[config.mk]
export PLATFORM = sky130hd
export DESIGN_NAME = log_fix_multi
export DESIGN_NICKNAME = d
export VERILOG_FILES = /design/src/rtl/log_fix_pkg.sv /design/src/rtl/log2_frac_lut.sv /design/src/rtl/log_fix_multi.sv
export SDC_FILE = /design/constraint.sdc
export NUM_CORES = 1
export LEC_CHECK = 0
export ABC_AREA = 1
export CAP_MARGIN = 20
export CORE_MARGIN = 2
export CORE_UTILIZATION = 64
export CTS_CLUSTER_DIAMETER = 50
export DETAILED_ROUTE_END_ITERATION = 10
export HOLD_SLACK_MARGIN = 0.15
export PLACE_DENSITY = 0.81
export SYNTH_ARGS = -nofsm -noshare
export SYNTH_HDL_FRONTEND = slang
export SYNTH_HIERARCHICAL = 1
export SYNTH_SLANG_ARGS = --single-unit
[constraint.sdc]
create_clock -name clk -period 10.46 [get_ports clk]
set_input_delay 1.046 -clock clk [delete_from_list [all_inputs] [get_ports clk]]
set_output_delay 1.046 -clock clk [all_outputs]
set_load 0.02 [all_outputs]
[src/rtl/log_fix_pkg.sv]
// Shared definitions for the fixed-point log engines: base-mode encodings,
// Q15 base-conversion coefficients and the log2(1+f) table generator.
package log_fix_pkg;

    typedef enum logic [1:0] {
        LOG_MODE_LOG2  = 2'd0,
        LOG_MODE_LN    = 2'd1,
        LOG_MODE_LOG10 = 2'd2,
        LOG_MODE_DB    = 2'd3
    } log_mode_e;

    localparam int COEF_W    = 18;
    localparam int COEF_FRAC = 15;

    localparam logic signed [COEF_W-1:0] COEF_LOG2  = 18'sd32768;
    localparam logic signed [COEF_W-1:0] COEF_LN    = 18'sd22713;
    localparam logic signed [COEF_W-1:0] COEF_LOG10 = 18'sd9864;
    localparam logic signed [COEF_W-1:0] COEF_DB    = 18'sd98642;

    function automatic int clog2(input int value);
        int r;
        r = 0;
        for (int v = value - 1; v > 0; v = v >> 1) begin
            r++;
        end
        return r;
    endfunction

    function automatic logic signed [COEF_W-1:0] mode_coef(input log_mode_e mode);
        logic signed [COEF_W-1:0] c;
        c = COEF_LOG2;
        case (mode)
            LOG_MODE_LOG2:  c = COEF_LOG2;
            LOG_MODE_LN:    c = COEF_LN;
            LOG_MODE_LOG10: c = COEF_LOG10;
            LOG_MODE_DB:    c = COEF_DB;
            default:        c = COEF_LOG2;
        endcase
        return c;
    endfunction

    // round(log2(1 + idx/2^addr_bits) * 2^out_frac), evaluated with integer
    // repeated squaring on a Q30 mantissa so no real arithmetic reaches synthesis.
    function automatic int log2_lut_entry(input int idx, input int addr_bits, input int out_frac);
        logic [63:0] x;
        logic [63:0] acc;
        x   = (64'(idx) + (64'd1 << addr_bits)) << (30 - addr_bits);
        acc = '0;
        for (int b = 0; b < 24; b++) begin
            x   = (x * x) >> 30;
            acc = acc << 1;
            if (x >= (64'd1 << 31)) begin
                acc = acc | 64'd1;
                x   = x >> 1;
            end
        end
        acc = (acc + (64'd1 << (23 - out_frac))) >> (24 - out_frac);
        return int'(acc);
    endfunction

endpackage

[src/rtl/log2_frac_lut.sv]
// log2(1+f) for a normalised mantissa: table lookup plus linear interpolation,
// one registered stage, result rounded to FRAC_W fractional bits.
module log2_frac_lut
    import log_fix_pkg::*;
#(
    parameter int LUT_ADDR = 6,
    parameter int FRAC_W   = 8
) (
    input  logic                         clk,
    input  logic                         rst_n,
    input  logic                         en,
    input  logic [LUT_ADDR+FRAC_W+1:0]   frac,
    output logic [FRAC_W:0]              lf
);

    localparam int T_W = FRAC_W + 2;
    localparam int E_W = T_W + 1;
    localparam int N   = 1 << LUT_ADDR;
    localparam int A_W = E_W + T_W + 1;
    localparam int SH  = 2 * T_W - FRAC_W;

    logic [E_W-1:0] table_rom [0:N];

    for (genvar i = 0; i <= N; i++) begin : g_rom
        assign table_rom[i] = E_W'(log2_lut_entry(i, LUT_ADDR, T_W));
    end

    logic [LUT_ADDR:0] idx;
    logic [LUT_ADDR:0] idx_next;
    logic [T_W-1:0]    t;
    logic [E_W-1:0]    y0;
    logic [E_W-1:0]    y1;
    logic [E_W-1:0]    dy;
    logic [A_W-1:0]    acc;
    logic [A_W-1:0]    acc_rnd;

    always_comb begin
        idx      = (LUT_ADDR+1)'(frac >> T_W);
        idx_next = idx + 1'b1;
        t        = T_W'(frac);
        y0       = table_rom[idx];
        y1       = table_rom[idx_next];
        // table is monotonic, so the slope is never negative
        dy       = y1 - y0;
        acc      = (A_W'(y0) << T_W) + A_W'(dy) * A_W'(t);
        acc_rnd  = acc + A_W'(64'd1 << (SH - 1));
    end

    always_ff @(posedge clk or negedge rst_n) begin
        if (!rst_n) begin
            lf <= '0;
        end else if (en) begin
            lf <= (FRAC_W+1)'(acc_rnd >> SH);
        end
    end

endmodule

[src/rtl/log_fix_multi.sv]
// Six-stage pipelined fixed-point logarithm (log2 / ln / log10 / dB) of an
// unsigned magnitude, referenced to 2^OFFSET, with zero and saturation flags.
module log_fix_multi
    import log_fix_pkg::*;
#(
    parameter int IN_W     = 64,
    parameter int FRAC_W   = 8,
    parameter int LUT_ADDR = 6,
    parameter int OFFSET   = 12,
    parameter int OUT_W    = 16,
    parameter int OUT_FRAC = 8,
    parameter int TAG_W    = 2
) (
    input  logic                    clk,
    input  logic                    rst_n,
    input  logic                    i_valid,
    input  logic [IN_W-1:0]         i_data,
    input  logic [1:0]              i_mode,
    input  logic [TAG_W-1:0]        i_tag,
    output logic                    o_valid,
    output logic signed [OUT_W-1:0] o_data,
    output logic [TAG_W-1:0]        o_tag,
    output logic                    o_zero,
    output logic                    o_sat
);

    localparam int K_W    = clog2(IN_W);
    localparam int FIDX_W = LUT_ADDR + FRAC_W + 2;
    localparam int X_W    = IN_W - 1 + FIDX_W;
    localparam int D_W    = K_W + FRAC_W + 2;
    localparam int P_W    = D_W + COEF_W;
    localparam int S      = COEF_FRAC + FRAC_W - OUT_FRAC;

    localparam logic signed [D_W-1:0]   OFFSET_Q = D_W'(OFFSET << FRAC_W);
    localparam logic signed [OUT_W-1:0] OUT_MAX  = {1'b0, {(OUT_W-1){1'b1}}};
    localparam logic signed [OUT_W-1:0] OUT_MIN  = {1'b1, {(OUT_W-1){1'b0}}};
    localparam logic signed [P_W:0]     SAT_MAX  = (P_W+1)'(OUT_MAX);
    localparam logic signed [P_W:0]     SAT_MIN  = (P_W+1)'(OUT_MIN);
    localparam logic signed [P_W:0]     RND      = (P_W+1)'(64'd1 << (S - 1));

    if (OUT_FRAC > FRAC_W) begin : g_bad_out_frac
        $error("log_fix_multi: OUT_FRAC must not exceed FRAC_W");
    end
    if (IN_W < 8) begin : g_bad_in_w
        $error("log_fix_multi: IN_W must be at least 8");
    end

    // stage 1: leading-one detect
    logic [K_W-1:0] lod_k;
    always_comb begin
        lod_k = '0;
        for (int i = 0; i < IN_W; i++) begin
            if (i_data[i]) lod_k = K_W'(i);
        end
    end

    logic              s1_valid, s1_zero;
    logic [IN_W-1:0]   s1_data;
    logic [K_W-1:0]    s1_k;
    log_mode_e         s1_mode;
    logic [TAG_W-1:0]  s1_tag;

    always_ff @(posedge clk or negedge rst_n) begin
        if (!rst_n) begin
            s1_valid <= 1'b0;
            s1_zero  <= 1'b0;
            s1_data  <= '0;
            s1_k     <= '0;
            s1_mode  <= LOG_MODE_LOG2;
            s1_tag   <= '0;
        end else begin
            s1_valid <= i_valid;
            if (i_valid) begin
                s1_zero <= (i_data == '0);
                s1_data <= i_data;
                s1_k    <= lod_k;
                s1_mode <= log_mode_e'(i_mode);
                s1_tag  <= i_tag;
            end
        end
    end

    // stage 2: normalise; the leading one falls off the top of norm_ext
    logic [K_W-1:0]  norm_sh;
    logic [IN_W-1:0] norm;
    logic [X_W-1:0]  norm_ext;
    always_comb begin
        norm_sh  = K_W'(IN_W - 1) - s1_k;
        norm     = s1_data << norm_sh;
        norm_ext = X_W'(norm) << FIDX_W;
    end

    logic              s2_valid, s2_zero;
    logic [FIDX_W-1:0] s2_frac;
    logic [K_W-1:0]    s2_k;
    log_mode_e         s2_mode;
    logic [TAG_W-1:0]  s2_tag;

    always_ff @(posedge clk or negedge rst_n) begin
        if (!rst_n) begin
            s2_valid <= 1'b0;
            s2_zero  <= 1'b0;
            s2_frac  <= '0;
            s2_k     <= '0;
            s2_mode  <= LOG_MODE_LOG2;
            s2_tag   <= '0;
        end else begin
            s2_valid <= s1_valid;
            if (s1_valid) begin
                s2_zero <= s1_zero;
                s2_frac <= FIDX_W'(norm_ext >> (X_W - FIDX_W));
                s2_k    <= s1_k;
                s2_mode <= s1_mode;
                s2_tag  <= s1_tag;
            end
        end
    end

    // stage 3: fractional log2 from the table
    logic [FRAC_W:0] s3_lf;

    log2_frac_lut #(
        .LUT_ADDR (LUT_ADDR),
        .FRAC_W   (FRAC_W)
    ) u_lut (
        .clk   (clk),
        .rst_n (rst_n),
        .en    (s2_valid),
        .frac  (s2_frac),
        .lf    (s3_lf)
    );

    logic             s3_valid, s3_zero;
    logic [K_W-1:0]   s3_k;
    log_mode_e        s3_mode;
    logic [TAG_W-1:0] s3_tag;

    always_ff @(posedge clk or negedge rst_n) begin
        if (!rst_n) begin
            s3_valid <= 1'b0;
            s3_zero  <= 1'b0;
            s3_k     <= '0;
            s3_mode  <= LOG_MODE_LOG2;
            s3_tag   <= '0;
        end else begin
            s3_valid <= s2_valid;
            if (s2_valid) begin
                s3_zero <= s2_zero;
                s3_k    <= s2_k;
                s3_mode <= s2_mode;
                s3_tag  <= s2_tag;
            end
        end
    end

    // stage 4: assemble offset-referenced log2, pick the base coefficient
    logic                     s4_valid, s4_zero;
    logic signed [D_W-1:0]    s4_d;
    logic signed [COEF_W-1:0] s4_coef;
    logic [TAG_W-1:0]         s4_tag;

    always_ff @(posedge clk or negedge rst_n) begin
        if (!rst_n) begin
            s4_valid <= 1'b0;
            s4_zero  <= 1'b0;
            s4_d     <= '0;
            s4_coef  <= '0;
            s4_tag   <= '0;
        end else begin
            s4_valid <= s3_valid;
            if (s3_valid) begin
                s4_zero <= s3_zero;
                s4_d    <= $signed(D_W'({s3_k, FRAC_W'(0)})) + $signed(D_W'(s3_lf)) - OFFSET_Q;
                s4_coef <= mode_coef(s3_mode);
                s4_tag  <= s3_tag;
            end
        end
    end

    // stage 5: base conversion
    logic                  s5_valid, s5_zero;
    logic signed [P_W-1:0] s5_p;
    logic [TAG_W-1:0]      s5_tag;

    always_ff @(posedge clk or negedge rst_n) begin
        if (!rst_n) begin
            s5_valid <= 1'b0;
            s5_zero  <= 1'b0;
            s5_p     <= '0;
            s5_tag   <= '0;
        end else begin
            s5_valid <= s4_valid;
            if (s4_valid) begin
                s5_zero <= s4_zero;
                s5_p    <= P_W'(s4_d) * P_W'(s4_coef);
                s5_tag  <= s4_tag;
            end
        end
    end

    // stage 6: round half up, saturate; zero input pins the negative rail
    logic signed [P_W:0] p_rnd;
    logic signed [P_W:0] r_full;
    always_comb begin
        p_rnd  = (P_W+1)'(s5_p) + RND;
        r_full = p_rnd >>> S;
    end

    always_ff @(posedge clk or negedge rst_n) begin
        if (!rst_n) begin
            o_valid <= 1'b0;
            o_data  <= '0;
            o_tag   <= '0;
            o_zero  <= 1'b0;
            o_sat   <= 1'b0;
        end else begin
            o_valid <= s5_valid;
            if (s5_valid) begin
                o_tag  <= s5_tag;
                o_zero <= s5_zero;
                if (s5_zero) begin
                    o_data <= OUT_MIN;
                    o_sat  <= 1'b1;
                end else if (r_full > SAT_MAX) begin
                    o_data <= OUT_MAX;
                    o_sat  <= 1'b1;
                end else if (r_full < SAT_MIN) begin
                    o_data <= OUT_MIN;
                    o_sat  <= 1'b1;
                end else begin
                    o_data <= OUT_W'(r_full);
                    o_sat  <= 1'b0;
                end
            end
        end
    end

endmodule
==> impl_metrics.py <==
metrics = {
    "outcome": {
        "status": "finished clean",
    },
    "final_layout": {
        "finalCoreUtilization_pct": 69.6,
        "fill_cells": 3204,
        "num_antenna_cells": 0,
        "area_growth_pct": 6.76,
        "final_nets": 3937,
        "drive_above_1_share_pct": 3.70,
        "final_area_um2": 27000,
        "stdcell_count": 3898,
        "multi_input_area_um2": 17200,
        "regArea_um2": 4880,
    },
    "timing": {
        "max_slew.worst_pin.slew_ns": 1.04,
        "fin_worst_skew_ns": 0.0107,
        "finalHoldViolCount": 0,
        "fin_crit_sh_pct": 85.8,
        "relSlewSlack_pct": 30.8,
        "rsz0062_at_grt": "false",
        "slew_viol_final": 0,
        "setup_viol": 0,
        "min_period_ns": 8.98,
        "fin_setup_tns_ns": 0,
        "fmax_ghz": 0.111,
    },
    "yosys": {
        "synth_edf_count": 0,
        "yosysMostFrequentCell": "nand2_1",
        "avgSynthCellArea_um2": 7.52,
        "syn_inst": 3366,
        "synth_fp_nets": 3934,
        "ys_top_cells_by_area": "fa_1 (22%), dfrtp_1 (19%), nand2_1 (12%), ha_1 (11%), inv_1 (10%)",
        "synth-main-ff-cell": "dfrtp_1",
        "async_reset_ff_share_pct": 100,
        "netlist.area_leader.share_pct": 21.5,
        "yosys_warnings": 6,
        "synth_area_um2": 25300,
        "synth_seq_cells": 195,
        "ys_types": 74,
        "yosys.area.top_type": "fa_1",
        "yosysSeqAreaShare_pct": 19.3,
        "yosys-top-cells-count": "nand2_1 (838), inv_1 (694), o21ai_0 (279), fa_1 (272), ha_1 (225)",
    },
    "detailed_routing": {
        "via_per_inst": 5.52,
        "wirelength_um": 64400,
        "postRouteAntennaNets": 0,
        "wl_per_cell_um": 16.5,
        "first_iter_violations": 1455,
        "vias": 21534,
        "route.detailed.drc": 0,
        "firstDrtPassIters": 8,
    },
    "worst_setup_path": {
        "critPathMaxStageDelay_ns": 0.66,
        "critPathMaxFanout": 15,
        "regToRegEndpoint": "u_lut/lf[8]",
        "arrival_ns": 9.34,
        "rr_startpoint": "s2_frac[10]",
        "start_kind": "flip-flop",
        "worstRegToRegCells": 34,
        "crit_top_cell": "inv_1",
        "required_ns": 10.82,
        "cpMaxStageDelayCell": "dfrtp_1",
        "startpoint": "s2_frac[10]",
        "critPathKind": "reg2reg",
        "end_kind": "flip-flop",
        "rrSetupSlack_ns": 1.48,
    },
    "place": {
        "gp_congestion": 0.946,
        "post_dp_cell_area_um2": 26400,
        "io_buffers": 91,
        "place_hpwl_um": 52500,
        "dp_cells": 3865,
    },
    "run": {
        "cap_violations": 0,
    },
    "min_path": {
        "whs_endpoint": "s5_tag[1]",
        "hp-class": "reg2reg",
        "holdCritStartpoint": "s5_tag[1]",
        "hold_path_depth": 2,
    },
    "clocking": {
        "clkTransAtPathRegs_ns": 0.07,
        "clk_path_buf_depth": 2,
        "htreeDepth": 4,
        "cts_resized": 0,
        "cts_tree": "yes",
        "clock-root-buffer": "clkbuf_16",
        "cts_buffers": 17,
        "post_cts_buffers": 0,
        "hold_buffers": 0,
        "clock_latency_ns": 0.47,
        "cts.sinks": 195,
    },
    "floorplanning": {
        "core_area_um2": 38800,
        "start_util_pct": 65.2,
        "ios": 92,
        "die_area_um2": 41200,
        "dieHeight_um": 203,
        "chipWidth_um": 203,
        "rows": 72,
    },
    "grt": {
        "grt_pass1_vias": 22041,
        "grt_max_degree": 111,
        "grt_first_pass_wirelength_um": 107000,
        "grt-ovfl-total": 0,
        "antenna_found_initial": 0,
        "grt_usage_pct": 32.4,
    },
}
==> worst max-delay path: cells and delay by family, from the launching register on <==
family	cells	cell delay (ns)
flops	1	0.66
buf+inv	6	0.92
xor+xnor	1	0.52
simple gates	12	1.67
compound gates	6	0.95
fa+ha+maj	9	4.15
==> worst max-delay path by stage <==
stage,to,depth (start not counted),slack (ns)
floorplan,u_lut/lf[8],35,2.82
global placement,u_lut/lf[8],34,1.75
detailed placement,u_lut/lf[8],34,1.55
CTS,u_lut/lf[8],34,1.53
global route,u_lut/lf[8],34,0.83
finish,u_lut/lf[8],34,1.48
==> metrics by stage <==
step | hold WS (ns) | worst slack, ns
CTS | 0.477 | 1.53
global route | 0.511 | 0.828
global placement | 0.454 | 1.75
floorplan | 0.379 | 2.82
detailed placement | 0.462 | 1.55
finish | 0.474 | 1.48
==> registers in the layout, summed over array words and instances, names as in the netlist, 2 cells and up <==
register	flops
o_data	16
o_tag	2
s1_data	63
s1_k	6
s1_mode	2
s1_tag	2
s2_frac	16
s2_k	6
s2_mode	2
s2_tag	2
s3_k	6
s3_mode	2
s3_tag	2
s4_coef	6
s4_d	16
s4_tag	2
s5_p	20
s5_tag	2
u_lut/lf	9
==> metal layers <==
layer  vias up  wire length, um  GRT usage (%)
li1      10432                -              -
met1     10330            26600           40.1
met2       639            33000           58.7
met3       133             2810           3.74
met4         0             1990           11.4
met5         -                0              0
==> cells by family (layout without fill, tap and decap cells) <==
logic type | count (synthesis) | in the layout | share of synthesized area [%]
simple gates | 1211 | 1211 | 19.4
buf+inv | 838 | 852 | 12.7
compound gates | 543 | 543 | 12.8
fa+ha+maj | 497 | 497 | 32.6
flops | 195 | 195 | 19.3
mux | 49 | 49 | 1.95
xor+xnor | 33 | 33 | 1.25
==> placed cells by master, fill, tap and decap left out, drive strengths merged, types with 4 or more instances in the layout <==
cell	n
clkbuf	22
clkinv	13
o22ai	4
a21oi	104
xnor2	10
buf	14
dfrtp	195
nand3	89
clkinvlp	4
o2111ai	4
o211ai	33
nand2	848
mux2i	46
nor2	215
a31oi	26
o21bai	9
xor2	23
inv	709
or2	24
nor3	13
o221ai	9
a22o	4
o31ai	7
o21ai	303
nand4	12
ha	225
clkdlybuf4s50	89
a221oi	5
a211oi	6
a22oi	7
a21o	7
fa	272
==> cell type report <==
cell class / count / area share [%]
multi-input cells: 2333 / 63.7
flip-flops and latches: 195 / 18.1
inverters: 717 / 9.96
repair buffers: 105 / 3.81
well taps: 518 / 2.40
clock buffers: 20 / 1.69
clock inverters: 10 / 0.379
Power is not shown: default switching activity piles up to over one toggle a cycle in this logic, so the estimate is an artifact.
